## src/rtl/morse_compose_if.sv

```systemverilog
// Key/tick inputs and composed-word outputs of the morse keyer front end.
interface morse_compose_if;
  logic       tick;
  logic       key;
  logic [9:0] morse;
  logic       valid;
  logic       busy;

  modport master (output tick, output key, input morse, input valid, input busy);
  modport slave  (input tick, input key, output morse, output valid, output busy);
endinterface

```

## src/rtl/morse_compose.sv

```systemverilog
// Morse keyer: times key presses against a slow tick and packs up to five
// {present, long} symbol pairs, left-justified, into a 10-bit word.
module morse_compose #(
  parameter int unsigned LONG_TICKS = 3,
  parameter int unsigned GAP_TICKS  = 5,
  parameter int unsigned CW         = 8
) (
  input logic           clk,
  input logic           reset,
  morse_compose_if.slave bus
);

  typedef enum logic [1:0] {StIdle, StPress, StGap, StEmit} state_e;

  localparam logic [CW-1:0] CntMax  = {CW{1'b1}};
  localparam logic [CW-1:0] LongThr = CW'(LONG_TICKS);
  localparam logic [CW-1:0] GapLast = CW'(GAP_TICKS - 1);

  state_e        state_q, state_d;
  logic          key_meta_q, key_s_q;
  logic [9:0]    word_q, word_d, morse_q;
  logic [2:0]    nsym_q, nsym_d;
  logic [CW-1:0] cnt_q, cnt_d;
  logic          valid_q, emit, busy;

  always_ff @(posedge clk or posedge reset) begin
    if (reset) begin
      key_meta_q <= 1'b0;
      key_s_q    <= 1'b0;
    end else begin
      key_meta_q <= bus.key;
      key_s_q    <= key_meta_q;
    end
  end

  always_ff @(posedge clk or posedge reset) begin
    if (reset) state_q <= StIdle;
    else       state_q <= state_d;
  end

  always_comb begin
    state_d = state_q;
    word_d  = word_q;
    nsym_d  = nsym_q;
    cnt_d   = cnt_q;
    unique case (state_q)
      StIdle: begin
        if (key_s_q) begin
          state_d = StPress;
          cnt_d   = '0;
        end
      end
      StPress: begin
        if (key_s_q) begin
          if (bus.tick && cnt_q != CntMax) cnt_d = cnt_q + 1'b1;
        end else if (cnt_q == '0) begin
          // Press shorter than one tick is a glitch: no symbol recorded.
          state_d = (nsym_q != 3'd0) ? StGap : StIdle;
        end else begin
          for (int i = 0; i < 5; i++) begin
            if (nsym_q == 3'(i)) word_d[9-2*i -: 2] = {1'b1, cnt_q >= LongThr};
          end
          nsym_d  = nsym_q + 3'd1;
          cnt_d   = '0;
          state_d = (nsym_q == 3'd4) ? StEmit : StGap;
        end
      end
      StGap: begin
        if (key_s_q) begin
          state_d = StPress;
          cnt_d   = '0;
        end else if (bus.tick) begin
          if (cnt_q == GapLast) state_d = StEmit;
          else                  cnt_d   = cnt_q + 1'b1;
        end
      end
      StEmit: begin
        word_d  = '0;
        nsym_d  = '0;
        cnt_d   = '0;
        state_d = StIdle;
      end
      default: state_d = StIdle;
    endcase
  end

  always_comb begin
    busy = (state_q != StIdle);
    emit = (state_q == StEmit);
  end

  always_ff @(posedge clk or posedge reset) begin
    if (reset) begin
      word_q  <= '0;
      nsym_q  <= '0;
      cnt_q   <= '0;
      morse_q <= '0;
      valid_q <= 1'b0;
    end else begin
      word_q  <= word_d;
      nsym_q  <= nsym_d;
      cnt_q   <= cnt_d;
      valid_q <= emit;
      if (emit) morse_q <= word_q;
    end
  end

  assign bus.morse = morse_q;
  assign bus.valid = valid_q;
  assign bus.busy  = busy;

endmodule

```

## src/flat_wrapper.sv

```systemverilog
// flat-port wrapper written by rule: the top's interface ports become plain ports
module morse_compose_flat 
#(
  parameter int unsigned LONG_TICKS = 3,
  parameter int unsigned GAP_TICKS  = 5,
  parameter int unsigned CW         = 8
)
  (clk, reset, bus_tick, bus_key, bus_morse, bus_valid, bus_busy);
  morse_compose_if bus_i ();
  input logic clk;
  input logic reset;
  input wire logic [$bits(bus_i.tick)-1:0] bus_tick;
  input wire logic [$bits(bus_i.key)-1:0] bus_key;
  output wire logic [$bits(bus_i.morse)-1:0] bus_morse;
  output wire logic [$bits(bus_i.valid)-1:0] bus_valid;
  output wire logic [$bits(bus_i.busy)-1:0] bus_busy;
  assign bus_i.tick = bus_tick;
  assign bus_i.key = bus_key;
  assign bus_morse = bus_i.morse;
  assign bus_valid = bus_i.valid;
  assign bus_busy = bus_i.busy;
  morse_compose #(.LONG_TICKS(LONG_TICKS), .GAP_TICKS(GAP_TICKS), .CW(CW)) u_core (.clk(clk), .reset(reset), .bus(bus_i));
endmodule
```

## config.mk

```make
export PLATFORM = sky130hd
export DESIGN_NAME = morse_compose_flat
export DESIGN_NICKNAME = d
export VERILOG_FILES = /design/src/rtl/morse_compose_if.sv /design/src/rtl/morse_compose.sv /design/src/flat_wrapper.sv
export SDC_FILE = /design/constraint.sdc
export NUM_CORES = 1
export LEC_CHECK = 0
export ABC_AREA = 1
export CORE_MARGIN = 10
export CORE_UTILIZATION = 55
export CTS_CLUSTER_SIZE = 30
export DETAILED_ROUTE_END_ITERATION = 10
export DONT_BUFFER_PORTS = 1
export PLACE_DENSITY = 0.7
export SYNTH_ARGS = -nofsm -noshare
export SYNTH_HDL_FRONTEND = slang
export SYNTH_SLANG_ARGS = --single-unit
```

## constraint.sdc

```tcl
create_clock -name clk -period 3.7 [get_ports clk]
set_input_delay 0.74 -clock clk [delete_from_list [all_inputs] [get_ports clk]]
set_output_delay 0.74 -clock clk [all_outputs]
set_load 0.01 [all_outputs]
```

# After elaboration in Yosys (flattened, before gate mapping)
# Index checks and enable logic that the tools add are counted.
# totals
wordCells	80
reg_bits	36
out_inout_bits	12
# classes
eq_ne	22
n_reduce_logical	15
addsub	2
magnitude_cmp	1
mux	28
# ops
op	count
2-to-1 mux 8 bit	7
case mux 8 bit (4 select lines)	1
2-to-1 mux 2 bit	12
AND reduction 4 bit	6
2-to-1 mux 10 bit	2
case mux 10 bit (2 select lines)	1
inequality test 2 x 1 -> 1 bit, second input constant	6
inequality test 3 x 2 -> 1 bit, second input constant	3
adder 8 x 1 -> 8 bit, second input constant	1
== test 8 x 3 -> 1 bit, second input constant	1
greater-or-equal comparator 8 x 2 -> 1 bit, second input constant	1
logical NOT 8 bit	1
inequality test 8 bit, second input constant	1
case mux 2 bit (4 select lines)	1
== test 3 x 2 -> 1 bit, second input constant	2
2-to-1 mux 3 bit	2
case mux 3 bit (2 select lines)	1
AND reduction 5 bit	1
== test 2 bit, second input constant	2
inequality test 2 bit, second input constant	2
nonzero test 2 bit	2
adder 3 x 1 -> 3 bit, second input constant	1
== test 3 x 1 -> 1 bit, second input constant	1
== test 3 bit, second input constant	1
9 further kinds	9

# Depth between registers and ports, before layout
# Gate-level depths: netlist of run 1.
# logic_depth
word_depth	5
ltp_mapped	10
ltp_nobuf	10

# Worst setup path after synthesis of run 1
# Ideal clock, no wire load.
# synth_timing
path_type	register -> output
from	register u_core.state_q[0]
to	output port bus_busy
path_slack_ns	2.220
path_buffers	0
path_stages_with_launch	4
arrival_ns	0.740
cell_sequence	dfrtp_1 > inv_1 > ha_1 > inv_1
# synth_between
elab_chain_cells	1
# synth_rtl
item	line	text
start: declaration	morse_compose.sv:19	state_e state_q, state_d;
start signal: assignment	morse_compose.sv:37	if (reset) state_q <= StIdle;
start signal: assignment	morse_compose.sv:38	else state_q <= state_d;
nonzero test 2 bit	morse_compose.sv:88	busy = (state_q != StIdle);
end: declaration	flat_wrapper.sv:16	output wire logic [$bits(bus_i.busy)-1:0] bus_busy;
# Every way passes these cells.

# Worst setup path in the final report of run 1
# layout_timing
from	register u_core.state_q[0]
to	register u_core.word_q[4]
# layout_between
elab_chain_cells	3
elab_cells_between_ends	8
classes_between	eq/ne (5); mux (1); reduce/logical (2)
# layout_rtl
item	line	text
== test 2 bit *	--	
net u_core.emit	morse_compose.sv:24	logic valid_q, emit, busy;
nonzero test 2 bit (no source line)	--	
AND reduction 4 bit (no source line)	--	
end signal: assignment	morse_compose.sv:100	word_q <= word_d;
end: declaration	morse_compose.sv:21	logic [9:0] word_q, word_d, morse_q;
# Mark *: on every way through the listed nets, which the timed path passes. The rest lies on a longest branch.
# A chain may end at the register's enable or synchronous reset.

==> parameters.txt, run 1 <==
Parameter                              Value

Timing
  Post-route minimum period ... around 2100 ps
  Least-Margin Pin Slew ... between 800 and 900 ps
  Unrepaired setup endpoints after global routing ... no
  Final Worst Setup Slack ... approximately 1600 ps
  Number of endpoints failing setup at the final stage ... 0
  Total negative slack ... 0 ps
  Final hold slack ... approximately 360 ps
  Number of pins with negative max-slew slack in the final report ... 0
  Relative slew margins ... approximately 43%
  Final cycle utilization of the critical path ... between 50% and 60%
  Final hold viol count ... 0
  Maximum clock skew at final layout ... between 5 and 6 ps
  Highest Clock Rate ... 0.479 GHz

Detailed routing
  Average via count per standard cell ... 4.96
  # DRC ... 0
  Final routed wirelength across all metal layers ... roughly 3700 µm
  Total iterations of the first detailed-routing run ... 4
  Vias ... 1512
  Final routed wire length divided by cell count ... 12.2 µm
  Post-detailed-route count of antenna-violating nets ... 0
  First DRT Iteration DRCs ... 92

CTS
  Post-cts hold buffer count ... 0
  Number of CTS-inserted buffers ... 5
  Quantity of gates resized following cts ... 0
  Clock transition at the registers of the reported paths ... 70 ps
  CTS tree ... yes
  Htree depth ... 2
  Number of buffers inserted by post-CTS setup repair ... 0
  Clock Tree Root ... sky130_fd_sc_hd__clkbuf_8
  Clock latency of the later-clocked register in the worst-skew pair ... 280 ps
  Sinks on the clock net ... 36
  Number of buffers on the longest clock path ... 2

Global routing
  Wire length of the first global-routing pass ... around 6600 µm
  Vias in the first global route ... 1423
  Pin count of the biggest net entering global routing ... 23
  Antenna violations before repair ... 0
  Aggregate global-route resource usage ... roughly an eighth
  Grt ovf ... 0

Power
  Maximum vdd ir drop ... between 0.0003 and 0.0004 V
  Total chip power ... around 0.0014 W
  Static Leakage ... approximately 1.1 nW
  Power per cell area ... 644 nW/µm²

Logic synthesis
  Top post-synthesis cells by count ... 87 x sky130_fd_sc_hd__nand2_1, 36 x sky130_fd_sc_hd__dfrtp_1, 25 x sky130_fd_sc_hd__inv_1, 16 x sky130_fd_sc_hd__nor2_1, 13 x sky130_fd_sc_hd__nand3_1
  Synthesized cell area ... 2110 µm²
  Post-synth top flop ... sky130_fd_sc_hd__dfrtp_1
  Most frequent cell after synthesis ... sky130_fd_sc_hd__nand2_1
  Biggest area contributors in the synthesized netlist ... sky130_fd_sc_hd__dfrtp_1 43%, sky130_fd_sc_hd__nand2_1 15%, sky130_fd_sc_hd__ha_1 7.1%
  Dominant cell type by area after synthesis ... sky130_fd_sc_hd__dfrtp_1
  Synth Net Count ... around 270
  Number of synthesis warnings ... 0
  Count of flip-flops with a built-in enable after synthesis ... 0
  Flip-flop and latch count after synthesis ... 36
  Share of synthesized registers carrying an async set or reset ... 100%
  Number of instances in the synthesized netlist ... between 200 and 300
  Yosys cell types ... 29
  Area share of the largest cell type after synthesis ... between 40% and 50%
  Sequential share of the synthesized area ... between 40% and 50%
  Post-Syn Area per Cell ... about 8.3 µm²

Setup path
  Reg2reg end ... u_core.word_q[4]
  Data required time at the worst endpoint ... about 3900 ps
  Number of cell instances on the worst register-to-register path ... 6
  Sort of element at the end of the critical path ... flip-flop
  Largest fanout on the critical path ... 17
  FF-to-FF Start ... u_core.state_q[0]
  Kind of start point of the critical path ... flip-flop
  Data arrival at the endpoint of the critical path ... roughly 2200 ps
  Crit Path Class ... flip-flop to flip-flop
  Reg-to-reg setup timing slack ... approximately 1600 ps

Hold path
  Worst min-delay path class ... flip-flop to flip-flop
  Worst min-delay path startpoint ... u_core.key_meta_q
  Hold Crit Depth ... 0
  Hold Crit Endpoint ... u_core.key_s_q

Floorplan
  Height of the die ... approximately 82 µm
  Std cell rows ... 22
  Core box area ... roughly 3700 µm²
  Chip Width ... slightly above 80 µm
  Initial Util ... a little under three fifths
  Boundary Pins ... 16
  Floorplan die area ... ~6700 µm²

Run status
  Status ... finished clean

Placed design
  Post-placement worst setup slack ... 1620 ps
  Detail Placement HPWL ... about 2800 µm
  Final estimated routing congestion in global placement ... around 0.83
  Port bufs ... 0

Finish
  Filler instances ... approximately 330
  Utilization after layout ... 60.4%
  Net count reported at finish ... 272
  Diode count ... 0
  Share of cells above drive strength 1 ... 15.2%
  Synth-to-layout area growth ... 5.58%

Flow run
  MaxCap Viol Count ... 0
[worst max-delay path by stage]
stage,startpoint,end,slack (ps),depth (start not counted)
after floorplan,reset,u_core.bus.morse[0],2160,1
after global placement,u_core.state_q[0],u_core.word_q[2],1630,6
after detailed placement,u_core.state_q[0],u_core.word_q[2],1620,6
after CTS,u_core.state_q[0],u_core.word_q[2],1600,6
after global routing,u_core.state_q[0],u_core.word_q[6],1390,6
final,u_core.state_q[0],u_core.word_q[4],1610,6
[registers in the layout, indices dropped and copies added (netlist names)]
| name | cells |
|---|---|
| u_core.bus.morse | 10 |
| u_core.word_q | 10 |
| u_core.cnt_q | 8 |
| u_core.nsym_q | 3 |
| u_core.state_q | 2 |
| u_core.bus.valid | 1 |
| u_core.key_meta_q | 1 |
| u_core.key_s_q | 1 |
[worst max-delay path, stage by stage, from the launching register on]
cell and delay (ps):
sky130_fd_sc_hd__dfrtp_1 420, sky130_fd_sc_hd__ha_1 580, sky130_fd_sc_hd__inv_1 380, sky130_fd_sc_hd__nand2_2 320, sky130_fd_sc_hd__nand3_4 110, sky130_fd_sc_hd__nand2_1 70
sky130_fd_sc_hd__o21ai_0 70
[where the power goes]
part | internal [W] | total (W) | switching [W]
clock network | 0.000131 | 0.000270 | 0.000139
registers | 0.000480 | 0.000556 | 0.0000763
logic | 0.000213 | 0.000609 | 0.000396
[metrics by stage]
stage | cells | cell area [µm²]
2_1_floorplan | 253 | 2110
3_3_place_gp | 297 | 2140
3_5_place_dp | 297 | 2140
4_1_cts | 305 | 2230
5_1_grt | 305 | 2230
6_report | 305 | 2230
[layer usage]
layer | wire length [µm] | GRT usage [%] | vias up
li1 | - | - | 803
met1 | 1890 | 16.7 | 679
met2 | 1610 | 19.2 | 26
met3 | 189 | 3.49 | 4
met4 | 27 | 3.06 | 0
met5 | 0 | 0 | -
[logic make-up (layout without fill, tap and decap cells)]
kind of cell | Yosys count | after routing | share of synthesized area (%)
xor gates and xnor gates | 3 | 3 | 1.25
buffers and inverters | 33 | 37 | 6.76
and+or+nand+nor | 143 | 143 | 35.1
DFF | 36 | 36 | 42.7
AOI/OAI and AO/OA | 25 | 25 | 6.58
muxes | 1 | 1 | 0.475
adders and majority gates | 12 | 12 | 7.12
[placed cells by master (no fill, tap or decap), types with 7 or more instances in the layout]
master / count
sky130_fd_sc_hd__o21ai_1: 8
sky130_fd_sc_hd__dfrtp_1: 36
sky130_fd_sc_hd__ha_1: 12
sky130_fd_sc_hd__nand2_2: 7
sky130_fd_sc_hd__nor2_1: 16
sky130_fd_sc_hd__o21ai_0: 12
sky130_fd_sc_hd__inv_1: 25
sky130_fd_sc_hd__nand3_1: 13
sky130_fd_sc_hd__nand2_1: 87
[layout make-up]
| type | instances | area (µm²) | area share [%] |
|---|---|---|---|
| Sequential cell | 36 | 901 | 40.4 |
| Multi-Input combinational cell | 184 | 1070 | 47.9 |
| Clock inverter | 3 | 18.8 | 0.843 |
| Clock buffer | 5 | 68.8 | 3.09 |
| Tap cell | 48 | 60.1 | 2.70 |
| Timing Repair Buffer | 1 | 7.51 | 0.337 |
| Inverter | 28 | 105 | 4.72 |
No activity file was read; power rests on OpenSTA's default activity.
==> run 2: changes to the inputs <==
--- a/config.mk
+++ b/config.mk
@@ -5,13 +5,13 @@
 export SDC_FILE = /design/constraint.sdc
 export NUM_CORES = 1
 export LEC_CHECK = 0
-export ABC_AREA = 1
+export ABC_AREA = 0
 export CORE_MARGIN = 10
 export CORE_UTILIZATION = 55
 export CTS_CLUSTER_SIZE = 30
 export DETAILED_ROUTE_END_ITERATION = 10
 export DONT_BUFFER_PORTS = 1
-export PLACE_DENSITY = 0.7
+export PLACE_DENSITY = 0.73
 export SYNTH_ARGS = -nofsm -noshare
 export SYNTH_HDL_FRONTEND = slang
 export SYNTH_SLANG_ARGS = --single-unit
==> constraint.sdc (replaced) <==
create_clock -name clk -period 1.9 [get_ports clk]
set_input_delay 0.38 -clock clk [delete_from_list [all_inputs] [get_ports clk]]
set_output_delay 0.38 -clock clk [all_outputs]
set_load 0.01 [all_outputs]
==> parameters.txt, run 2 <==
Parameter                              Value

Timing
  Post-route minimum period ... roughly 2000 ps
  Final hold viol count ... 0
  Final Worst Setup Slack ... -79.7 ps
  Final cycle utilization of the critical path ... 104%
  Maximum clock skew at final layout ... 9.40 ps
  Least-Margin Pin Slew ... about 460 ps
  Number of pins with negative max-slew slack in the final report ... 0
  Number of endpoints failing setup at the final stage ... 11
  Unrepaired setup endpoints after global routing ... yes
  Highest Clock Rate ... 0.505 GHz
  Relative slew margins ... slightly below 70%

Floorplan
  Boundary Pins ... 16
  Core box area ... between 3000 and 4000 µm²
  Initial Util ... between 50% and 60%
  Height of the die ... 79.9 µm
  Chip Width ... about 80 µm
  Std cell rows ... 21
  Floorplan die area ... around 6400 µm²

CTS
  CTS tree ... yes
  Sinks on the clock net ... 36
  Clock latency of the later-clocked register in the worst-skew pair ... approximately 350 ps
  Clock Tree Root ... sky130_fd_sc_hd__clkbuf_4
  Number of CTS-inserted buffers ... 5
  Number of buffers on the longest clock path ... 2
  Clock transition at the registers of the reported paths ... roughly 120 ps
  Htree depth ... 2

Flow run
  MaxCap Viol Count ... 0

Detailed routing
  First DRT Iteration DRCs ... roughly 200
  Final routed wire length divided by cell count ... between 15 and 20 µm
  Post-detailed-route count of antenna-violating nets ... 0
  M1 wire length ... around 1900 µm
  Final routed wirelength across all metal layers ... 4590 µm
  Total iterations of the first detailed-routing run ... 4
  Routed length on met3 ... ~300 µm
  Average via count per standard cell ... 5.90
  # DRC ... 0
  Met2 Wirelength ... between 2000 and 2500 µm
  Highest routed layer ... met4
  Vias ... 1581

Logic synthesis
  Share of synthesized registers carrying an async set or reset ... 100%
  Most frequent cell after synthesis ... sky130_fd_sc_hd__dfrtp_1
  Dominant cell type by area after synthesis ... sky130_fd_sc_hd__dfrtp_1
  Biggest area contributors in the synthesized netlist ... sky130_fd_sc_hd__dfrtp_1 46%, sky130_fd_sc_hd__ha_1 7.6%, sky130_fd_sc_hd__mux2_2 5.7%
  Sequential share of the synthesized area ... a little under half
  Synthesized cell area ... 1970 µm²
  Number of instances in the synthesized netlist ... about 190
  Post-synth top flop ... sky130_fd_sc_hd__dfrtp_1
  Top post-synthesis cells by count ... 36 x sky130_fd_sc_hd__dfrtp_1, 18 x sky130_fd_sc_hd__nand2_1, 16 x sky130_fd_sc_hd__o21ai_0, 13 x sky130_fd_sc_hd__inv_1
  Synth Net Count ... 205
  Count of flip-flops with a built-in enable after synthesis ... 0
  Number of synthesis warnings ... 0
  Post-Syn Area per Cell ... roughly 10 µm²
  Flip-flop and latch count after synthesis ... 36
  Area share of the largest cell type after synthesis ... between 40 and 50%
  Yosys cell types ... 42

Finish
  Most common cell after layout, fill and taps aside ... sky130_fd_sc_hd__dfrtp_1
  Diode count ... 0
  Synth-to-layout area growth ... 23.0%
  Commonest cells after routing, fill and taps aside ... 35 x sky130_fd_sc_hd__dfrtp_1, 30 x sky130_fd_sc_hd__buf_4, 18 x sky130_fd_sc_hd__nand2_1, 11 x sky130_fd_sc_hd__inv_1, 11 x sky130_fd_sc_hd__nor2_1
  Non-Filler Instances ... 268
  Share of cells above drive strength 1 ... between 30% and 40%
  Filler instances ... between 200 and 250
  Finished layout cell area ... 2420 µm²
  Net count reported at finish ... around 240

Power
  Static Leakage ... around 1.1 nW
  Power per cell area ... 1080 nW/µm²
  Maximum vdd ir drop ... slightly above 0.0008 V
  Total chip power ... ~0.0026 W

Global routing
  Pin count of the biggest net entering global routing ... 37
  Aggregate global-route resource usage ... ~14%
  Vias in the first global route ... between 1500 and 2000
  Grt ovf ... 0
  Antenna violations before repair ... 0
  Wire length of the first global-routing pass ... 7330 µm

Setup path
  Data arrival at the endpoint of the critical path ... roughly 2200 ps
  Max stage delay cell, worst path ... sky130_fd_sc_hd__or4b_4
  Crit Path Class ... flip-flop to flip-flop
  Largest fanout on the critical path ... 9
  Biggest cell delay along the critical path ... around 540 ps
  Cells along the critical path ... inv_1 > ha_2 > or4b_4 > nor4_2 > a221o_2 > buf_4 > o21ai_1 > o31ai_2
  Data required time at the worst endpoint ... ~2200 ps
  FF-to-FF Start ... u_core.cnt_q[0]
  Sort of element at the end of the critical path ... flip-flop
  Kind of start point of the critical path ... flip-flop
  Startpoint of the worst setup timing path ... u_core.cnt_q[0]

Run status
  Status ... finished with violations
  Failing checks ... negative setup slack

Placed design
  Detail Placement HPWL ... approximately 3100 µm
  Post-placement worst setup slack ... -219 ps
  Port bufs ... 0
  Final estimated routing congestion in global placement ... between 0.8 and 0.9
  Placed cell area ... around 2200 µm²
  Placed cell count ... between 200 and 300

Hold path
  Worst min-delay path class ... primary input to async pin
-- run 2: cell families (layout without fill, tap and decap cells) --
family                     Yosys count  count (layout)  synth area share, %
and+or+nand+nor                     58              58                 14.6
AOI/OAI and AO/OA                   51              51                 20.5
DFF                                 36              36                 45.7
buffers and inverters               20              53                 4.76
adders and majority gates           12              12                 7.62
muxes                               12              12                 6.79
-- run 2: repair_timing --
action	4_1_cts	5_1_grt
resized for setup	5	31
hold buffers	0	0
setup endpoints to repair	14	21
pin swaps	1	13
setup buffers	1	5
-- run 2: per-layer routing --
metal	track usage, %	up-vias
met5	0	-
met4	4.75	0
met3	4.73	5
met2	23.5	49
met1	17.2	780
li1	-	747
-- run 2: worst paths after layout --
check	to	slack, ps	cells past startpoint
worst max-delay path	u_core.cnt_q[4]	-80	8
worst min-delay path	u_core.nsym_q[2]	8	2
worst max register to register	u_core.cnt_q[4]	-80	8
worst min register to register	u_core.key_s_q	360	0
max in group asynchronous	u_core.state_q[1]	1550	2
min in group clk	u_core.key_meta_q	60	0
-- run 2: layout make-up --
type / instances / area, µm² / share of cell area (%)
clock buffers: 5 / 37.5 / 1.55
clock inverters: 3 / 18.8 / 0.774
inverters: 13 / 48.8 / 2.01
multi-input cells: 133 / 1110 / 45.9
flip-flops and latches: 36 / 902 / 37.2
well taps: 46 / 57.6 / 2.37
repair buffers: 32 / 248 / 10.2
-- run 2: report_power, final --
group	internal (W)	total, W	switching, W
Sequential	0.000884	0.00101	0.000121
Clock	0.000142	0.000411	0.000269
Combinational	0.000548	0.00121	0.000657
-- run 2: worst max-delay path, delay by kind of cell (launching register included) --
kind,cells,cell delay [ps]
adder cells (fa/ha/maj),1,170
flip-flops,1,420
AO/OA/AOI/OAI,3,360
AND/OR/NAND/NOR,2,710
buffers and inverters,2,230
-- run 2: through the flow --
stage | hold slack [ps] | util [%] | TNS, ps
2_1_floorplan | 331 | - | -502
3_3_place_gp | 335 | 65.2 | -391
3_5_place_dp | 340 | 65.2 | -1420
4_1_cts | 21.7 | 67.7 | -308
5_1_grt | 20.5 | 71.5 | -1790
6_report | 8.45 | 71.5 | -513
